## src/rtl/alu_pkg.sv

```systemverilog
// alu_pkg
// Shared definitions for the 4-bit ALU slice: the datapath width, the
// op_sel encodings and the packed status-flag bundle that the top level
// registers alongside the result.
package alu_pkg;

  localparam int ALU_W = 4;

  localparam logic [1:0] OP_ADD = 2'b00;
  localparam logic [1:0] OP_AND = 2'b01;
  localparam logic [1:0] OP_OR  = 2'b10;
  localparam logic [1:0] OP_XOR = 2'b11;

  // Status flags travel together so that the next-state logic and the
  // output register stay in step.
  typedef struct packed {
    logic carry;
    logic overflow;
    logic zero;
    logic negative;
  } alu_flags_t;

  // Flag values after reset: the result is 0, so zero must read as 1.
  localparam alu_flags_t FLAGS_RESET = '{carry: 1'b0, overflow: 1'b0,
                                        zero: 1'b1, negative: 1'b0};

endpackage

```

## src/rtl/alu_4b_adder.sv

```systemverilog
// alu_4b_adder
// Purely combinational ripple-carry adder for the ALU datapath.
// Ports:
//   i_a, i_b     : ALU_W-bit addends (unsigned or two's complement)
//   o_sum        : sum modulo 2**ALU_W
//   o_carry      : carry-out of the most significant bit
//   o_overflow   : signed overflow (operands agree in sign, sum does not)
module alu_4b_adder
  import alu_pkg::*;
(
  input  logic [ALU_W-1:0] i_a,
  input  logic [ALU_W-1:0] i_b,
  output logic [ALU_W-1:0] o_sum,
  output logic             o_carry,
  output logic             o_overflow
);

  logic [ALU_W:0] w_c;

  assign w_c[0] = 1'b0;

  // One full adder per bit; the carry chain ripples from bit 0 upward.
  for (genvar gi = 0; gi < ALU_W; gi++) begin : g_bit
    assign o_sum[gi]  = i_a[gi] ^ i_b[gi] ^ w_c[gi];
    assign w_c[gi+1]  = (i_a[gi] & i_b[gi]) | (w_c[gi] & (i_a[gi] ^ i_b[gi]));
  end

  assign o_carry    = w_c[ALU_W];
  assign o_overflow = (i_a[ALU_W-1] == i_b[ALU_W-1]) &&
                      (o_sum[ALU_W-1] != i_a[ALU_W-1]);

endmodule

```

## src/rtl/alu_4b.sv

```systemverilog
// alu_4b
// Registered 4-bit ALU: ADD / AND / OR / XOR with carry, overflow, zero
// and negative flags. A request sampled with in_valid high produces its
// result and a one-cycle out_valid pulse on the following cycle; while
// in_valid is low the result and flags hold.
// Ports:
//   clk       : rising-edge clock
//   rst       : synchronous active-high reset (wins over in_valid)
//   in_valid  : request strobe
//   A, B      : 4-bit operands
//   op_sel    : 00 ADD, 01 AND, 10 OR, 11 XOR
//   result    : registered result
//   carry     : ADD carry-out, 0 for logic ops
//   overflow  : ADD signed overflow, 0 for logic ops
//   zero      : result == 0
//   negative  : result[3]
//   out_valid : one-cycle pulse per accepted request
module alu_4b
  import alu_pkg::*;
(
  input  logic             clk,
  input  logic             rst,
  input  logic             in_valid,
  input  logic [ALU_W-1:0] A,
  input  logic [ALU_W-1:0] B,
  input  logic [1:0]       op_sel,
  output logic [ALU_W-1:0] result,
  output logic             carry,
  output logic             overflow,
  output logic             zero,
  output logic             negative,
  output logic             out_valid
);

  logic [ALU_W-1:0] w_sum;
  logic             w_add_carry;
  logic             w_add_ovf;
  logic [ALU_W-1:0] w_result;
  alu_flags_t       w_flags;

  logic [ALU_W-1:0] r_result;
  alu_flags_t       r_flags;
  logic             r_valid;

  alu_4b_adder u_adder (
    .i_a        (A),
    .i_b        (B),
    .o_sum      (w_sum),
    .o_carry    (w_add_carry),
    .o_overflow (w_add_ovf)
  );

  // Operation mux plus flag derivation. Carry and overflow only carry
  // meaning for ADD and are forced low for the bitwise ops; zero and
  // negative always reflect the freshly selected result.
  always_comb begin
    w_result         = '0;
    w_flags.carry    = 1'b0;
    w_flags.overflow = 1'b0;
    unique case (op_sel)
      OP_ADD: begin
        w_result         = w_sum;
        w_flags.carry    = w_add_carry;
        w_flags.overflow = w_add_ovf;
      end
      OP_AND:  w_result = A & B;
      OP_OR:   w_result = A | B;
      OP_XOR:  w_result = A ^ B;
      default: w_result = '0;
    endcase
    w_flags.zero     = (w_result == '0);
    w_flags.negative = w_result[ALU_W-1];
  end

  // Output register stage. Reset takes priority, so a request arriving
  // together with rst is simply dropped. Otherwise out_valid mirrors the
  // previous cycle's in_valid and the datapath only loads on a request,
  // which gives the hold-when-idle behaviour.
  always_ff @(posedge clk) begin
    if (rst) begin
      r_result <= '0;
      r_flags  <= FLAGS_RESET;
      r_valid  <= 1'b0;
    end else begin
      r_valid <= in_valid;
      if (in_valid) begin
        r_result <= w_result;
        r_flags  <= w_flags;
      end
    end
  end

  assign result    = r_result;
  assign carry     = r_flags.carry;
  assign overflow  = r_flags.overflow;
  assign zero      = r_flags.zero;
  assign negative  = r_flags.negative;
  assign out_valid = r_valid;

endmodule

```

## config.mk

```make
export PLATFORM = sky130hd
export DESIGN_NAME = alu_4b
export DESIGN_NICKNAME = d
export VERILOG_FILES = /design/src/rtl/alu_pkg.sv /design/src/rtl/alu_4b_adder.sv /design/src/rtl/alu_4b.sv
export SDC_FILE = /design/constraint.sdc
export NUM_CORES = 1
export LEC_CHECK = 0
export CELL_PAD_IN_SITES_DETAIL_PLACEMENT = 0
export CELL_PAD_IN_SITES_GLOBAL_PLACEMENT = 1
export CORE_MARGIN = 2
export CORE_UTILIZATION = 30
export CTS_BUF_LIST = sky130_fd_sc_hd__clkbuf_4
export DETAILED_ROUTE_END_ITERATION = 8
export PLACE_DENSITY_LB_ADDON = 0.1
export SYNTH_ARGS = -nofsm -noshare
export SYNTH_HDL_FRONTEND = slang
export SYNTH_SLANG_ARGS = --single-unit
```

## constraint.sdc

```tcl
create_clock -name clk -period 4.75 [get_ports clk]
set_clock_uncertainty 0.15 [all_clocks]
set_input_delay 1.425 -clock clk [delete_from_list [all_inputs] [get_ports clk]]
set_output_delay 1.425 -clock clk [all_outputs]
set_load 0.05 [all_outputs]
```

## Yosys cells after proc, flatten, opt, wreduce, memory -nomap -nowiden

Index checks and enable logic that the tools add are counted.

| word-level totals | value |
|---|---|
| flip-flop bits (word level) | 9 |
| RAM bits | 0 |
| bits in latches | 0 |
| logic and storage cells | 36 |
| bits in read-only memories | 0 |
| memories kept | 0 |
| input port bits | 13 |

| operators by class | value |
|---|---|
| bitwise gates (word level) | 20 |
| add/sub/neg operators | 0 |
| eq/ne operators | 5 |
| shifts and indexed selects | 0 |
| $mul | 0 |
| magnitude comparators | 0 |
| multiplexer cells | 2 |
| div/mod/pow operators | 0 |
| reductions and logical operators | 3 |

Operators by type and width:

| operator | count |
|---|---|
| one-hot mux 4 bit (4 select lines) | 1 |
| bitwise AND 1 bit | 7 |
| bitwise XOR 1 bit | 7 |
| bitwise AND 4 bit | 1 |
| == test 2 bit (second input constant) | 2 |
| zero test 4 bit | 1 |
| bitwise OR 4 bit | 1 |
| bitwise XOR 4 bit | 1 |
| bitwise OR 1 bit | 3 |
| == test 2 x 1 -> 1 bit (second input constant) | 1 |
| zero test 2 bit | 1 |
| two-way mux 2 bit | 1 |
| == test 1 bit | 1 |
| logical AND 1 bit | 1 |
| != test 1 bit | 1 |

## Logic depth before layout (Yosys ltp)

| logic depth | value |
|---|---|
| depth in word-level cells | 9 |
| mapped depth | 8 |

## By module

A second synthesis with hierarchy kept.

| unflattened totals | value |
|---|---|
| cells, all modules | 77 |
| area, all modules | 681.9 um2 |

Modules (own cells, without submodules):

| module | seq. area each (um2) | cells an instance | area an instance (um2) | instances |
|---|---|---|---|---|
| alu_4b | 160.2 | 60 | 546.8 | 1 |
| alu_4b_adder | 0.0 | 17 | 135.1 | 1 |

## Least setup slack after synthesis

OpenSTA, ideal clock, no wires.

| timing | value |
|---|---|
| kind | in2reg |
| start | input port A[0] |
| end | register r_flags (netlist bit zero) |
| path buffers | 0 |
| stages | 8 |
| path slack | 0.785 ns |
| required time | 4.516 ns |
| library setup time | 0.084 ns |
| data arrival time | 3.731 ns |
| path through | ha_1 fa_1 fa_1 fa_1 mux2_4 or3_1 o21a_1 o31ai_2 |

| on the way | value |
|---|---|
| word-level cells in the longest chain between the ends | 8 |

RTL lines:

| item | RTL line | source |
|---|---|---|
| start: declaration | alu_4b.sv:24 | `input logic [ALU_W-1:0] A,` |
| bitwise AND 1 bit (2 in series) | alu_4b_adder.sv:25 | `assign w_c[gi+1] = (i_a[gi] & i_b[gi]) \| (w_c[gi] & (i_a[gi] ^ i_b[gi]));` |
| bitwise OR 1 bit | alu_4b_adder.sv:25 |  |
| bitwise AND 1 bit | alu_4b_adder.sv:25 |  |
| bitwise OR 1 bit | alu_4b_adder.sv:25 |  |
| bitwise XOR 1 bit | alu_4b_adder.sv:24 | `assign o_sum[gi] = i_a[gi] ^ i_b[gi] ^ w_c[gi];` |
| one-hot mux 4 bit (4 select lines) * | alu_4b.sv:60 | `unique case (op_sel)` |
| zero test 4 bit * | alu_4b.sv:71 | `w_flags.zero = (w_result == '0);` |
| end signal: assignment | alu_4b.sv:88 | `r_flags <= w_flags;` |
| end: declaration | alu_4b.sv:42 | `alu_flags_t r_flags;` |

Every way passes the cells marked *; elsewhere a longest branch is shown, timed or not.
A chain may end at the register's enable or synchronous reset.

## Worst setup path in the final report

Same ends and word-level chain as after synthesis.

==> metrics.md <==
| Metric | Value |
|---|---|
| Worst Setup Start Kind | input pin |
| Critical path arrival | 4.23 ns |
| GR Overflow Total | 0 |
| Slew Viols, Final | 0 |
| Status | complete, no violations |
| Placement Rows | 16 |
| Top sig layer | met4 |
| Final setup viols | 0 |
| Vias | 511 |
| Layout cells sized above 1 | 9.20% |
| Most frequent cells in the layout | clkdlybuf4s50_1, inv_1, ha_1, dfxtp_1, nor2_1 |
| Worst-path maximum fanout | 2 |
| Vias in the first global route | between 400 and 500 |
| Total CTS buffers | 3 |
| DRC errors left | 0 |
| RSZ-0062 raised after global routing | false |
| Gr usage total | just over 10% |
| N_diodes | 0 |
| Worst slew margin | 67.0% |
| Max clock buf depth | 2 |
| WS Path Type | input pin to flop |
| Fin crit period | 4.21 ns |
| Req. time, crit path | around 4.8 ns |
| Global-route wire length before repair | 1860 um |
| Port Buffer Count | 21 |
| Routed Antenna Nets | 0 |
| Die width | 50.6 um |
| DP HPWL | roughly 950 um |
| Warnings, synthesis | 0 |
| Core Box Area | 2000 sq um |
| Max-cap violations | 0 |
| Initial core utilization | 32.5% |
| Setup_tns | 0 ns |
| Clock slew at reported path FFs | roughly 0.050 ns |
| # nets final | 113 |
| P_leak | 0.405 nW |
| 1st-iter DRT viols | 4 |
| DR WL/cell | 9.96 um |
| CTS Sinks | 8 |
| Max rail drop VDD | 184 uV |
| Critical path startpoint | A[0] |
| Power Density | 228 nW/um^2 |
| Vias per cell | 4.48 |
| Final wirelength | 1140 um |
| Initial antenna violation count | 0 |
| Hold Path Origin | carry$_SDFFE_PP0P_ |
| Netlist cell types | 26 |
| Period Utilization, post-route | approximately 89% |
| Fmax | 238 MHz |
| Post-synthesis cell count | 67 |
| Largest net degree at the start of global routing | 10 |
| Met1 Wirelength | 505 um |
| R2R Path Start | overflow$_SDFFE_PP0P_ |
| Resize count post-CTS | 0 |
| Fin cells | 114 |
| CTS tree | done |
| H-tree depth | 1 |
| Metal2 WL | 517 um |
| Post-Syn Area per Cell | 9.71 sq um |
| Most common cell after layout, fill and taps aside | clkdlybuf4s50_1 |
| I/O Pins | 22 |
| First-pass DRT Iterations | 4 |
| CP Capture Type | flop |
| Synth Cell Area | 651 sq um |
| Routability cong. | 0.692 |
| Synthesized net count | 91 |
| Worst hold path type | flop to flop |
| Placed cells | 111 |
| Die height | between 50 and 60 um |
| Met3 WL post-DR | roughly 100 um |
| Synth Register Bits | 8 |
| Area Overhead vs Synth | 36.7% |
| Fin. Hold Viols | 0 |
| Clock Tree Root | clkbuf_4 |
| Clock Latency Late Sink | 0.25 ns |
| Worst Tran Pin Value | 0.494 ns |
| Post CTS Setup Buffer Count | 0 |
| CTS Hold Bufs | 0 |
| Die area | 2560 sq um |
| Sequential element share of the synthesized area | 24.6% |
## stage by stage
stage | total power [mW] | hold WS, ns | util (%) | instance area (sq um) | setup WS, ns
2_1_floorplan | 0.128 | 0.531 | - | 651 | 0.785
6_report | 0.203 | 0.313 | 44.4 | 890 | 0.540
3_3_place_gp | 0.156 | 0.303 | 43.3 | 867 | 0.278
5_1_grt | 0.222 | 0.354 | 44.4 | 890 | 0.478
4_1_cts | 0.209 | 0.316 | 44.4 | 890 | 0.524
3_5_place_dp | 0.156 | 0.309 | 43.3 | 867 | 0.265
## synthesized netlist by cell type
cell type	n	area (sq um)
inv_1	12	45.0
dfxtp_1	8	160
ha_1	8	100
nor2_1	6	22.5
nand2_1	4	15.0
a21oi_1	3	15.0
fa_1	3	60.1
mux2i_1	3	30.0
mux4_1	2	52.6
nand3_1	2	10.0
a211o_2	1	10.0
a21o_1	1	7.51
a41oi_1	1	8.76
and2b_4	1	10.0
buf_2	1	5.00
buf_4	1	7.51
buf_6	1	11.3
clkbuf_1	1	3.75
mux2_4	1	15.0
nor2b_1	1	6.26
nor3b_2	1	12.5
o211ai_1	1	7.51
o21a_1	1	7.51
o31ai_2	1	12.5
or3_1	1	6.26
xor2_1	1	8.76
## registers in the layout (all words and copies together), names as in the netlist
name,flops
result,4
carry,1
out_valid,1
overflow,1
zero,1
## per-layer routing
| metal | track usage (%) | up-vias |
|---|---|---|
| met1 | 11.7 | 229 |
| met3 | 6.55 | 2 |
| met4 | 4.05 | 0 |
| li1 | - | 263 |
| met2 | 15.4 | 17 |
| met5 | 0 | - |
## final timing paths
path | to | slack [ns] | cells past startpoint
max | zero$_SDFFE_PP1P_ | 0.54 | 9
min | carry$_SDFFE_PP0P_ | 0.31 | 2
max reg2reg | overflow$_SDFFE_PP0P_ | 3.83 | 3
min reg2reg | carry$_SDFFE_PP0P_ | 0.31 | 2
## cell families after synthesis
| kind of cell | synth area share [%] |
|---|---|
| AOI/OAI and AO/OA | 10.6 |
| adders and majority gates | 24.6 |
| buffers and inverters | 11.2 |
| DFF | 24.6 |
| muxes | 15.0 |
| xor gates and xnor gates | 1.35 |
| and+or+nand+nor | 12.7 |
## power breakdown
group	switching (mW)	leakage, nW	internal [mW]
logic	0.0426	0.326	0.0363
registers	0.00210	0.0660	0.0718
clock network	0.0215	0.0138	0.0288
## worst max-delay path: stages
cell,delay (ns)
clkdlybuf4s50_1,0.42
ha_1,0.23
fa_1,0.38
fa_1,0.38
fa_1,0.47
mux2_4,0.27
or3_1,0.30
o21a_1,0.12
o31ai_2,0.22
## cell type report
cell class                      instances  area (sq um)
Timing Repair Buffer                   21           210
Fill cell                             205          1110
Inverter                               12          45.0
Multi-Input combinational cell         43           418
Tap cell                               27          33.8
Sequential cell                         8           160
Clock buffer                            3          22.5
Note: power is estimated with default switching activity, not from simulation.
